## src/rtl/cache_controller.sv

```systemverilog
// rtl/cache_controller.sv - two-way set-associative write-through read cache; define CACHE_EN to compile in the tag/data storage
module cache_controller #(
   parameter int SETS  = 64,
   parameter int TAG_W = 10
) (
   input  logic        clk,
   input  logic        rst,
   input  logic [31:0] address,
   input  logic [31:0] wdata,
   input  logic        MEM_R_EN,
   input  logic        MEM_W_EN,
   output logic [31:0] rdata,
   output logic        ready,
   output logic [31:0] sram_address,
   output logic [31:0] sram_wdata,
   output logic        sram_read,
   output logic        sram_write,
   input  logic [63:0] sram_rdata,
   input  logic        sram_ready
);
   localparam int IDX_W = $clog2(SETS);

   typedef enum logic [1:0] {IDLE, RMISS, WRITE} state_t;

   state_t      state_q, state_d;
   logic        sram_read_q, sram_read_d;
   logic        sram_write_q, sram_write_d;
   logic [31:0] sram_address_q, sram_address_d;
   logic [31:0] sram_wdata_q, sram_wdata_d;
   logic [31:0] a;
   logic        wsel;
   logic [31:0] fill_word;
   logic        hit;
   logic [31:0] hit_word;

   // Data memory starts at 1024, so the cache geometry is relative to that base
   assign a         = address - 32'd1024;
   assign wsel      = a[2];
   assign fill_word = wsel ? sram_rdata[63:32] : sram_rdata[31:0];

`ifdef CACHE_EN
   logic [IDX_W-1:0] idx;
   logic [TAG_W-1:0] tag;
   logic [SETS-1:0]  valid0_q, valid0_d, valid1_q, valid1_d, lru_q, lru_d;
   logic [TAG_W-1:0] tag0_mem [SETS];
   logic [TAG_W-1:0] tag1_mem [SETS];
   logic [63:0]      data0_mem [SETS];
   logic [63:0]      data1_mem [SETS];
   logic             hit0, hit1;
   logic [63:0]      hit_line;
   logic             fill_en, fill_way, wr_en, wr_way;
   logic             unused_addr;

   assign idx         = a[3 +: IDX_W];
   assign tag         = a[3 + IDX_W +: TAG_W];
   assign unused_addr = ^{a[31:3 + IDX_W + TAG_W], a[1:0]};
   assign hit0        = valid0_q[idx] && (tag0_mem[idx] == tag);
   assign hit1        = valid1_q[idx] && (tag1_mem[idx] == tag);
   assign hit         = hit0 | hit1;
   assign hit_line    = hit1 ? data1_mem[idx] : data0_mem[idx];
   assign hit_word    = wsel ? hit_line[63:32] : hit_line[31:0];

   always_comb begin
      valid0_d = valid0_q;
      valid1_d = valid1_q;
      lru_d    = lru_q;
      fill_en  = (state_q == RMISS) && sram_ready;
      fill_way = !valid0_q[idx] ? 1'b0 : (!valid1_q[idx] ? 1'b1 : lru_q[idx]);
      wr_en    = (state_q == WRITE) && sram_ready && hit;
      wr_way   = hit1;
      if ((state_q == IDLE) && MEM_R_EN && !MEM_W_EN && hit)
         lru_d[idx] = ~hit1;
      if (fill_en) begin
         if (fill_way)
            valid1_d[idx] = 1'b1;
         else
            valid0_d[idx] = 1'b1;
         lru_d[idx] = ~fill_way;
      end
      if (wr_en)
         lru_d[idx] = ~wr_way;
   end

   always_ff @(posedge clk or posedge rst) begin
      if (rst) begin
         valid0_q <= '0;
         valid1_q <= '0;
         lru_q    <= '0;
      end else begin
         valid0_q <= valid0_d;
         valid1_q <= valid1_d;
         lru_q    <= lru_d;
      end
   end

   // Tag/data arrays need no reset: the valid bits gate every use
   always_ff @(posedge clk) begin
      if (fill_en && !fill_way) begin
         tag0_mem[idx]  <= tag;
         data0_mem[idx] <= sram_rdata;
      end
      if (fill_en && fill_way) begin
         tag1_mem[idx]  <= tag;
         data1_mem[idx] <= sram_rdata;
      end
      if (wr_en && !wr_way) begin
         if (wsel) data0_mem[idx][63:32] <= wdata;
         else      data0_mem[idx][31:0]  <= wdata;
      end
      if (wr_en && wr_way) begin
         if (wsel) data1_mem[idx][63:32] <= wdata;
         else      data1_mem[idx][31:0]  <= wdata;
      end
   end
`else
   logic unused_addr;

   assign unused_addr = ^{a[31:3 + IDX_W + TAG_W], a[2 + IDX_W + TAG_W:3], a[1:0]};
   assign hit         = 1'b0;
   assign hit_word    = '0;
`endif

   always_comb begin
      state_d        = state_q;
      sram_read_d    = sram_read_q;
      sram_write_d   = sram_write_q;
      sram_address_d = sram_address_q;
      sram_wdata_d   = sram_wdata_q;
      ready          = 1'b1;
      rdata          = '0;
      case (state_q)
         IDLE: begin
            if (MEM_W_EN) begin
               state_d        = WRITE;
               sram_write_d   = 1'b1;
               sram_address_d = address;
               sram_wdata_d   = wdata;
               ready          = 1'b0;
            end else if (MEM_R_EN) begin
               if (hit) begin
                  rdata = hit_word;
               end else begin
                  state_d        = RMISS;
                  sram_read_d    = 1'b1;
                  sram_address_d = {address[31:3], 1'b0, address[1:0]};
                  ready          = 1'b0;
               end
            end
         end
         RMISS: begin
            ready = sram_ready;
            if (sram_ready) begin
               rdata       = fill_word;
               state_d     = IDLE;
               sram_read_d = 1'b0;
            end
         end
         WRITE: begin
            ready = sram_ready;
            if (sram_ready) begin
               state_d      = IDLE;
               sram_write_d = 1'b0;
            end
         end
         default: state_d = IDLE;
      endcase
   end

   always_ff @(posedge clk or posedge rst) begin
      if (rst) begin
         state_q        <= IDLE;
         sram_read_q    <= 1'b0;
         sram_write_q   <= 1'b0;
         sram_address_q <= '0;
         sram_wdata_q   <= '0;
      end else begin
         state_q        <= state_d;
         sram_read_q    <= sram_read_d;
         sram_write_q   <= sram_write_d;
         sram_address_q <= sram_address_d;
         sram_wdata_q   <= sram_wdata_d;
      end
   end

   assign sram_read    = sram_read_q;
   assign sram_write   = sram_write_q;
   assign sram_address = sram_address_q;
   assign sram_wdata   = sram_wdata_q;

endmodule

```

## config.mk

```make
export PLATFORM = sky130hd
export DESIGN_NAME = cache_controller
export DESIGN_NICKNAME = d
export VERILOG_FILES = /design/src/rtl/cache_controller.sv
export SDC_FILE = /design/constraint.sdc
export NUM_CORES = 1
export LEC_CHECK = 0
export CAP_MARGIN = 5
export CORE_ASPECT_RATIO = 0.75
export CORE_MARGIN = 3
export CORE_UTILIZATION = 32
export CTS_CLUSTER_SIZE = 28
export DETAILED_ROUTE_END_ITERATION = 6
export GPL_TIMING_DRIVEN = 0
export PLACE_DENSITY = 0.88
export SLEW_MARGIN = 20
export SYNTH_ARGS = -nofsm -noshare
export SYNTH_HDL_FRONTEND = slang
export SYNTH_SLANG_ARGS = --single-unit
```

## constraint.sdc

```tcl
create_clock -name clk -period 2.3 [get_ports clk]
set_clock_uncertainty 0.05 [all_clocks]
set_input_delay 0.575 -clock clk [delete_from_list [all_inputs] [get_ports clk]]
set_output_delay 0.575 -clock clk [all_outputs]
set_load 0.03 [all_outputs]
```

After elaboration in Yosys (flattened, before gate mapping)
Cells that the tools add are included.

operators by class
  div/mod/pow operators = 0
  add/subtract/negate cells = 1
  multiply operators = 0
  magnitude comparators = 0
  eq/ne operators = 9
  muxes and demuxes = 18
  bitwise logic cells = 0
  reduce and logical (&&, ||, !) cells = 10
  shift operators = 0

operators with widths
  operator               number
  $mux W32               5
  $ne A2 B2 Y1 const B   5
  $mux W1                6
  $mux W2                3
  $pmux W1 S2            3
  $reduce_and A2 Y1      3
  $reduce_bool A2 Y1     3
  $pmux W2 S2            1
  $reduce_and A4 Y1      1
  $ne A3 B3 Y1 const B   1
  $reduce_and A3 Y1      1
  $sub A3 B1 Y3 const B  1
  $eq A2 B1 Y1 const B   1
  $eq A2 B2 Y1 const B   1
  $logic_not A2 Y1       1
  $ne A2 B1 Y1 const B   1
  $reduce_or A2 Y1       1

word-level totals
  memories kept = 0
  logic and storage cells = 43
  memory bits (read-only) = 0
  bits in registers = 68
  memory bits (writable) = 0
  output and inout bits = 99
  latch bits = 0

Longest topological paths before layout
  depth after elaboration = 4
  depth in mapped cells = 6
  mapped depth without buffers = 5

Worst setup path after synthesis
Ideal clock, no wire load.

  kind = input to output
  start point = in address[2]
  end point = out rdata[0]
  setup slack = 0.175 ns
  path buffers = 2
  arrival = 1.500 ns
  cell stages on the path = 4
  path through = buf_2 buf_2 mux2i_1 nor2_1

on the way
  word-level cells in the longest chain between the ends = 4

RTL lines
  what                line  source
  start: declaration  8     input logic [31:0] address,
  $sub A3 B1 Y3       37    assign a = address - 32'd1024;
  $mux W32            39    assign fill_word = wsel ? sram_rdata[63:32] : sram_rdata[31:0];
  $mux W32            152   if (sram_ready) begin
  $mux W32            -
  end: declaration    12    output logic [31:0] rdata,

Every way passes these cells.

Worst setup path after layout
  start point = reg state_q[0]
  end point = out ready

on the way
  word-level cells in the longest chain between the ends = 3

RTL lines
  what                                          line  source
  start: declaration                            25    state_t state_q, state_d;
  start signal: assignment                      177   state_q <= state_d;
  $eq A2 B2 Y1 or $eq A2 B1 Y1 (tied branches)  131   case (state_q)
  $reduce_or A2 Y1 (no line)                    -
  $pmux W1 S2 *                                 131
  end: declaration                              13    output logic ready,

Mark *: on every way between the ends. The rest lies on a longest branch, timed or not.

==> results.json <==
{
  "worst_slack_ns": 0.0839,
  "grt_pass1_vias": 3089,
  "coreArea_sq_um": 9810,
  "synthArstFlopShare_pct": 100,
  "path_class": "reg2out",
  "reg2reg_to": "sram_address[4]$_DFFE_PP0P_",
  "cap_viol_max_count": 0,
  "area_growth_pct": 85.3,
  "relSlewSlack_pct": 76.6,
  "dp_cells": 601,
  "die_h_um": 93.7,
  "synth_area_per_cell_sq_um": 13.8,
  "place_ws_ns": -0.756,
  "clockBufferDepth": 2,
  "hold_viol": 0,
  "fin_crit_ns": 2.22,
  "netSwitchingFraction_pct": 37.9,
  "busiest_layer": "met2",
  "netlist_area_sq_um": 3280,
  "grt_pass1_wl_mm": 15.4,
  "ys_ff_latch": 68,
  "antenna_left": 0,
  "use_met2_pct": 31.4,
  "num-fill-cells": 792,
  "hpwl_mm": 8.28,
  "drc": 0,
  "viasPerCell": 4.53,
  "clk_pin_slew_ns": 0.05,
  "cts-htree-levels": 3,
  "end_kind": "output port",
  "min_from": "sram_wdata[27]$_DFFE_PP0P_",
  "synth_warnings": 0,
  "track_usage_pct": 17.3,
  "start_util_pct": 33.5,
  "finalNonFillerCells": 618,
  "reg2reg_slack_ns": 0.74,
  "slew_viol_final": 0,
  "insertion_delay_ns": 0.32,
  "p_switching_w": 0.00310,
  "timing.setup.tns_ns": 0,
  "synth_edf_count": 0,
  "die_w_um": 123,
  "dr.pass1.iters": 4,
  "post_drt_wl_per_cell_um": 16.7,
  "grt_max_degree": 35,
  "num_io_pins": 232,
  "std_cell_rows": 31,
  "setup_viol": 0,
  "yosys_most_used_dff": "dfrtp_1",
  "pwr-share-clk_pct": 19.4,
  "p_int_w": 0.00509,
  "grt-ovfl-total": 0,
  "run_status": "complete, no violations",
  "vias": 2797,
  "cp-start-kind": "flop",
  "cp_cell_sequence": "inv_2 > ha_4 > nor3b_4 > a211o_1 > buf_2",
  "period_share_pct": 96.4,
  "first_iter_violations": 79,
  "ys_types": 24,
  "peakVddDrop_uv": 860,
  "max_freq_mhz": 451,
  "numCtsBuffers": 9,
  "gp_congestion": 0.706,
  "synth_most_common_cell": "dfrtp_1",
  "worst_slew_pin_slew_ns": 0.350,
  "syn-num-nets": 376,
  "cts_tree": "yes",
  "crit_required_ns": 1.67,
  "clkSinkCount": 68,
  "cp_num_buf_inv": 2,
  "ff2ff_path_depth": 5,
  "min_path_type": "reg2reg",
  "dieArea_sq_um": 11500,
  "slowest_delay_ns": 0.43,
  "io_buffers": 229,
  "seq_power_share_pct": 26.2,
  "path_delay_family": "flip-flops",
  "final_util_pct": 62.0,
  "worstPathMaxFanout": 5,
  "use_met1_pct": 18.9,
  "synthCells": 238,
  "ys_seq_area_share_pct": 51.8,
  "synth_area_leader_cell": "dfrtp_1",
  "crit_path_top_delay_cell": "dfrtp_1",
  "insertedDiodeCount": 0,
  "power_w": 0.00818,
  "r2r_start": "state_q[0]$_DFFE_PP0P_",
  "critPathArrivalTime_ns": 1.59,
  "synthTopCellsByCount": "dfrtp_1, mux2_2, mux2i_1, nor2_1, mux2_4",
  "cts_hold_buf": 0,
  "hold_depth": 1,
  "root_buffer": "clkbuf_16",
  "grt_use_met3_pct": 6.74,
  "synth_top_area_share_pct": 51.8,
  "antenna_found_initial": 0,
  "hold_end": "sram_wdata[27]$_DFFE_PP0P_",
  "yosys-top-cells-area": "dfrtp_1, mux2_2, mux2_4, mux2i_1, nor2_1",
  "final_layout_size_suffix_gt1_share_pct": 28.2,
  "wl_mm": 10.3,
  "pwr-share-comb_pct": 54.4,
  "powerDensity_nw_per_um2": 1350,
  "fin_nets": 619,
  "total_leakage_power_nw": 2.74
}
## power by group through the flow
stage	sequential, W	combinational, W	clock, W
after floorplan	0.00329	0.00145	0
after global placement	0.00211	0.00438	0
after detailed placement	0.00215	0.00448	0
after CTS	0.00215	0.00447	0.00163
after global routing	0.00221	0.00467	0.00170
final	0.00214	0.00445	0.00159
## routing by layer
layer	share of wire, %	wire [um]
met1	38	3900
met2	53	5410
met3	8.8	910
met4	0.82	85
met5	0	0
## state kept, by name (all words and copies together) (netlist names)
register / count
sram_write: 1
state_q: 2
sram_address: 32
sram_read: 1
sram_wdata: 32
## cell type report
cell class / instances / area, sq um / area share [%]
sequential: 68 / 1700 / 28.0
timing repair buffer: 232 / 2240 / 36.8
inverter: 5 / 22.5 / 0.370
tap: 132 / 165 / 2.72
clock inverter: 6 / 111 / 1.83
clock buffer: 10 / 239 / 3.93
buffer: 14 / 115 / 1.89
multi-input combinational: 151 / 1490 / 24.5
## worst register-to-register path, stage by stage, from the launching register on
cell and delay, ns:
dfrtp_1 0.43, inv_2 0.09, ha_4 0.20, o21ai_4 0.11, buf_6 0.21, mux2_2 0.35
## what timing repair did
action,4_1_cts,5_1_grt
buffers inserted,0,1
pin swaps,0,0
setup endpoints to repair,33,33
resized for setup,175,36
## cell families after synthesis
logic type | synth area share [%]
AO/OA/AOI/OAI | 2.59
multiplexers | 34.8
flip-flops | 51.8
AND/OR/NAND/NOR | 5.18
buffers and inverters | 3.73
adder cells (fa/ha/maj) | 1.91
## worst max-delay path by stage
stage | from | endpoint | depth (start not counted)
5_1_grt | state_q[1]$_DFFE_PP0P_ | rdata[0] | 6
3_5_place_dp | sram_ready | rdata[8] | 5
3_3_place_gp | sram_ready | rdata[10] | 5
4_1_cts | state_q[1]$_DFFE_PP0P_ | rdata[10] | 6
6_report | state_q[0]$_DFFE_PP0P_ | ready | 5
2_1_floorplan | address[2] | rdata[0] | 4
## per-stage QoR
stage | hold slack (ns) | instance area, sq um
after floorplan | 0.456 | 3290
after global placement | 0.430 | 5740
after detailed placement | 0.436 | 5780
after CTS | 0.457 | 6010
after global routing | 0.459 | 6080
final | 0.451 | 6080
## layout by cell type (no fill, tap or decap), types with 3 or more instances in the layout
cell	netlist	final
clkdlybuf4s50_1	0	194
dfrtp_1	68	68
mux2_2	36	36
mux2i_1	33	33
nor2_1	32	31
mux2_4	27	27
buf_4	0	17
buf_2	5	14
clkbuf_16	0	9
clkbuf_4	0	9
buf_6	6	6
ha_1	5	3
bufinv_16	0	3
(Power assumes the default switching activity.)
